## src/rtl/leds_seq_if.sv

```systemverilog
// leds_seq_if: control inputs and LED/tick outputs of the LED pattern generator
interface leds_seq_if #(parameter int PWM_BITS = 4);
  logic en;
  logic [1:0] mode;
  logic [PWM_BITS-1:0] bright;
  logic tick;
  logic D1, D2, D3, D4;
  modport master(output en, mode, bright, input tick, D1, D2, D3, D4);
  modport slave(input en, mode, bright, output tick, D1, D2, D3, D4);
endinterface

```

## src/rtl/leds_seq.sv

```systemverilog
// leds_seq: prescaled 4-LED pattern generator (rotate/bounce/blink/count) with PWM dimming
module leds_seq #(
  parameter int DIV = 3000000,
  parameter int PWM_BITS = 4
) (
  input logic clk,
  input logic rst,
  leds_seq_if.slave bus
);
  localparam int DW = $clog2(DIV);
  localparam logic [DW-1:0] LAST = DW'(DIV - 1);
  typedef enum logic {UP, DOWN} dir_t;
  dir_t dir, dir_nx;
  logic [DW-1:0] div_cnt;
  logic [PWM_BITS-1:0] pwm_cnt;
  logic [3:0] pat, pat_nx, seed, d_nx;
  logic [1:0] mode_q;
  logic stp, gate;
  assign stp = bus.en & (div_cnt == LAST);
  assign seed = bus.mode == 2'b10 ? 4'b1111 : bus.mode == 2'b11 ? 4'b0000 : 4'b0001;
  always_ff @(posedge clk)
    if (rst) begin
      pat <= 4'b0001;
      dir <= UP;
    end else begin
      pat <= pat_nx;
      dir <= dir_nx;
    end
  // a mode change on a step tick only loads the seed; stepping resumes on the following tick
  always_comb begin
    pat_nx = pat;
    dir_nx = dir;
    if (stp) begin
      if (bus.mode != mode_q) begin
        pat_nx = seed;
        dir_nx = UP;
      end else if (mode_q == 2'b00) pat_nx = {pat[2:0], pat[3]};
      else if (mode_q == 2'b10) pat_nx = ~pat;
      else if (mode_q == 2'b11) pat_nx = pat + 4'd1;
      else if (!$onehot(pat)) begin
        pat_nx = 4'b0001;
        dir_nx = UP;
      end else if (dir == UP) begin
        pat_nx = pat << 1;
        dir_nx = pat_nx == 4'b1000 ? DOWN : UP;
      end else begin
        pat_nx = pat >> 1;
        dir_nx = pat_nx == 4'b0001 ? UP : DOWN;
      end
    end
  end
  always_comb begin
    gate = bus.bright == '0 ? 1'b0 : &bus.bright ? 1'b1 : pwm_cnt < bus.bright;
    d_nx = pat & {4{gate}};
  end
  always_ff @(posedge clk)
    if (rst) begin
      div_cnt <= '0;
      pwm_cnt <= '0;
      mode_q <= 2'b00;
      bus.tick <= 1'b0;
      {bus.D4, bus.D3, bus.D2, bus.D1} <= 4'b0000;
    end else begin
      if (bus.en) div_cnt <= div_cnt == LAST ? '0 : div_cnt + 1'b1;
      if (stp) mode_q <= bus.mode;
      pwm_cnt <= pwm_cnt + 1'b1;
      bus.tick <= stp;
      {bus.D4, bus.D3, bus.D2, bus.D1} <= d_nx;
    end
endmodule

```

## src/flat_wrapper.sv

```systemverilog
// flat-port wrapper written by rule: the top's interface ports become plain ports
module leds_seq_flat 
#(
  parameter int DIV = 3000000,
  parameter int PWM_BITS = 4
)
  (clk, rst, bus_en, bus_mode, bus_bright, bus_tick, bus_D1, bus_D2, bus_D3, bus_D4);
  leds_seq_if #(.PWM_BITS(PWM_BITS)) bus_i ();
  input logic clk;
  input logic rst;
  input wire logic [$bits(bus_i.en)-1:0] bus_en;
  input wire logic [$bits(bus_i.mode)-1:0] bus_mode;
  input wire logic [$bits(bus_i.bright)-1:0] bus_bright;
  output wire logic [$bits(bus_i.tick)-1:0] bus_tick;
  output wire logic [$bits(bus_i.D1)-1:0] bus_D1;
  output wire logic [$bits(bus_i.D2)-1:0] bus_D2;
  output wire logic [$bits(bus_i.D3)-1:0] bus_D3;
  output wire logic [$bits(bus_i.D4)-1:0] bus_D4;
  assign bus_i.en = bus_en;
  assign bus_i.mode = bus_mode;
  assign bus_i.bright = bus_bright;
  assign bus_tick = bus_i.tick;
  assign bus_D1 = bus_i.D1;
  assign bus_D2 = bus_i.D2;
  assign bus_D3 = bus_i.D3;
  assign bus_D4 = bus_i.D4;
  leds_seq #(.DIV(DIV), .PWM_BITS(PWM_BITS)) u_core (.clk(clk), .rst(rst), .bus(bus_i));
endmodule
```

## config.mk

```make
export PLATFORM = sky130hd
export DESIGN_NAME = leds_seq_flat
export DESIGN_NICKNAME = d
export VERILOG_FILES = /design/src/rtl/leds_seq_if.sv /design/src/rtl/leds_seq.sv /design/src/flat_wrapper.sv
export SDC_FILE = /design/constraint.sdc
export NUM_CORES = 1
export LEC_CHECK = 0
export CAP_MARGIN = 20
export CORE_UTILIZATION = 41
export CTS_BUF_LIST = sky130_fd_sc_hd__clkbuf_2
export DETAILED_ROUTE_END_ITERATION = 8
export PLACE_DENSITY_LB_ADDON = 0.2
export SETUP_SLACK_MARGIN = 0.4
export SLEW_MARGIN = 20
export SYNTH_ARGS = -nofsm -noshare
export SYNTH_HDL_FRONTEND = slang
export SYNTH_SLANG_ARGS = --single-unit
```

## constraint.sdc

```tcl
create_clock -name clk -period 3.4 [get_ports clk]
set_input_delay 0.68 -clock clk [delete_from_list [all_inputs] [get_ports clk]]
set_output_delay 0.68 -clock clk [all_outputs]
set_load 0.02 [all_outputs]
```

==> flow_metrics.py <==
metrics = {
    "outcome": {
        "status": "finished clean",
    },
    "synthesis": {
        "yosys_warnings": 0,
        "async_reset_ff_share_pct": 0,
        "synth_cells": 240,
        "ys_seq_area_share_pct": 37.7,
        "yosysTopAreaCell": "dfxtp_1",
        "yosysMostFrequentCell": "dfxtp_1",
        "ys_ff_latch": 38,
        "synth_fp_nets": 259,
        "synth.distinct_cells": 44,
        "netlist_area_sq_um": 2020,
        "synthTopCellsByArea": "dfxtp_1, xnor2_1, nor2_1",
        "synthTopCellsByCount": "dfxtp_1, nor2_1, xnor2_1, nand2_1",
        "synth_area_per_cell_sq_um": 8.41,
        "netlist.area_leader.share_pct": 37.7,
        "synth_edf_count": 0,
        "ys.flop_type": "dfxtp_1",
    },
    "grt": {
        "grt_pass1_vias": 1535,
        "grt_max_degree": 22,
        "grt.overflow.total": 0,
        "antenna_found_initial": 0,
        "grt_pass1_wl_um": 6780,
        "grtUsageTotal_pct": 16.3,
    },
    "timing": {
        "final_max_slew_viol_count": 0,
        "timing.fmax_mhz": 362,
        "timing.final.crit_share_pct": 81.3,
        "slew_headroom_pct": 67.6,
        "holdWs_ns": 0.496,
        "fin_crit_ns": 2.76,
        "rsz0062_at_grt": "false",
        "tns_ns": 0,
        "hold_viol": 0,
        "timing.final.ws_setup_ns": 0.637,
        "skew_ns": 0.0181,
        "worstMarginPinSlew_ns": 0.474,
        "setup_viol": 0,
    },
    "cells_and_area": {
        "design_area_sq_um": 2260,
        "fin_cells": 321,
        "regArea_sq_um": 763,
        "drive_gt1_share_pct": 7.09,
        "final_util_pct": 47.9,
        "finalNetCount": 272,
        "area_delta_synth_final_pct": 12.1,
        "n_fill_cell": 476,
        "multi_input_area_sq_um": 1180,
        "diodes": 0,
    },
    "floorplan": {
        "io_pins": 14,
        "die_w_um": 72.2,
        "die_h_um": 72.2,
        "start_util_pct": 42.8,
        "core_sq_um": 4720,
        "die_area_sq_um": 5210,
        "num_rows": 25,
    },
    "clock_tree": {
        "clock_sinks": 38,
        "post_cts_buffers": 0,
        "path_clk_slew_ns": 0.19,
        "clk_path_buf_depth": 2,
        "cts_hold_buf": 0,
        "cts_tree": "yes",
        "post_cts_resized": 0,
        "htree_num_levels": 2,
        "clk-insertion-delay-late_ns": 0.39,
        "root_buffer": "clkbuf_2",
        "numCtsBuffers": 5,
    },
    "critical_path": {
        "critPathMaxFanout": 8,
        "crit_chain": "inv_1, ha_1, ha_1, fa_1, or3b_2, nor2_1, nand4b_1, a21o_1, a31oi_1",
        "criticalPathCategory": "reg2reg",
        "slowest_stage": "or3b_2",
        "path_delay_family": "adder cells",
        "slowest_delay_ns": 0.52,
        "endpoint_kind": "flop",
        "worstPathRequired_ns": 3.71,
        "critPathLaunchType": "flop",
        "cp.buffers_inverters": 1,
        "arrival_ns": 3.08,
        "cpMostUsedCell": "ha_1",
    },
    "power": {
        "p_leak_nw": 0.834,
        "share_comb_of_total_power_pct": 7.2,
        "switching_power_mw": 0.183,
        "power_mw": 0.787,
        "power.density_nw_per_um2": 348,
        "p_seq_share_pct": 58.2,
        "ir_drop_mv": 0.237,
        "p_sw_share_pct": 23.3,
        "pwr-share-clk_pct": 34.6,
        "internal-power_mw": 0.604,
    },
    "placement": {
        "placed_area_sq_um": 2200,
        "pre_cts_slack_ns": 0.604,
        "dp_hpwl_um": 2680,
        "dp_cells": 313,
        "gp_congestion": 0.827,
        "port_buffers": 13,
    },
    "job": {
        "maxCapViolCount": 0,
    },
    "drt": {
        "ant_nets": 0,
        "drcViolationCount": 0,
        "num_vias": 1628,
        "viasPerCell": 5.07,
        "firstDrtPassIters": 4,
        "wirelength_um": 3770,
        "drt_iter0_drc": 142,
        "wl_per_cell_um": 11.7,
    },
    "min_path": {
        "hold_class": "reg2reg",
    },
}
==> worst register-to-register path, cell delays in order (launching register included) <==
cell      delay (ns)
dfxtp_2         0.46
inv_1           0.07
ha_1            0.32
ha_1            0.22
fa_1            0.43
or3b_2          0.52
nor2_1          0.20
nand4b_1        0.12
a21o_1          0.19
a31oi_1         0.16
==> path summary, 6_finish.rpt <==
check / from / endpoint / cells after the start / slack (ns)
min: u_core.pwm_cnt[0] / u_core.pwm_cnt[0] / 1 / 0.50
max reg2reg: u_core.pat[0] / u_core.pat[2] / 9 / 0.64
min reg2reg: u_core.pwm_cnt[0] / u_core.pwm_cnt[0] / 1 / 0.50
max: u_core.pat[0] / u_core.pat[2] / 9 / 0.64
==> routing by layer <==
| layer | global-route usage [%] | vias up | part of all wire (%) |
|---|---|---|---|
| li1 | - | 854 | - |
| met1 | 20.3 | 735 | 48 |
| met2 | 27.4 | 37 | 47 |
| met3 | 3.89 | 2 | 4.1 |
| met4 | 6.10 | 0 | 0.72 |
| met5 | 0 | - | 0 |
==> layout make-up <==
class	count	area share, %
multi-input cells	185	52.1
inverters	9	1.49
flip-flops and latches	38	33.7
repair buffers	14	6.08
well taps	67	3.70
clock inverters	3	1.77
clock buffers	5	1.11
==> registers in the layout, summed over array words and instances (netlist names) <==
name / flops
u_core.bus.D1: 1
u_core.bus.D2: 1
u_core.bus.D3: 1
u_core.bus.D4: 1
u_core.bus.tick: 1
u_core.dir: 1
u_core.div_cnt: 22
u_core.mode_q: 2
u_core.pat: 4
u_core.pwm_cnt: 4
==> cells by family (layout without fill, tap and decap cells) <==
kind of cell | after synthesis | count (layout) | share of synthesized area [%]
XOR/XNOR | 24 | 24 | 10.4
flip-flops | 38 | 38 | 37.7
adder cells (fa/ha/maj) | 10 | 10 | 6.57
AND/OR/NAND/NOR | 108 | 108 | 27.5
multiplexers | 3 | 3 | 1.49
buffers and inverters | 17 | 31 | 3.90
AO/OA/AOI/OAI | 40 | 40 | 12.5
==> power groups by stage <==
stage / logic [mW] / clock network [mW] / registers [mW]
after floorplan: 0.0361 / 0 / 0.468
after global placement: 0.0565 / 0 / 0.467
after detailed placement: 0.0569 / 0 / 0.467
after CTS: 0.0574 / 0.283 / 0.458
after global routing: 0.0641 / 0.309 / 0.460
final: 0.0566 / 0.273 / 0.458
==> cells in the final DEF, fill, tap and decap left out, types with 2 or more instances in the layout <==
cell type,count
nand2b_1,3
xor2_1,7
nor2b_1,2
clkbuf_2,5
a21o_1,3
and3_1,2
a31oi_1,4
mux2i_1,3
nor4_1,4
nand3_1,13
ha_1,9
o21ai_0,7
or3_1,3
xnor2_1,17
o21bai_1,5
and4_1,3
nand2_1,15
a21oi_1,13
clkdlybuf4s50_1,13
dfxtp_1,36
nand4_1,2
dfxtp_2,2
nor3_1,8
and2_1,6
nor2_1,37
clkinv_2,2
inv_1,9
No activity file was read; power rests on OpenSTA's default activity.
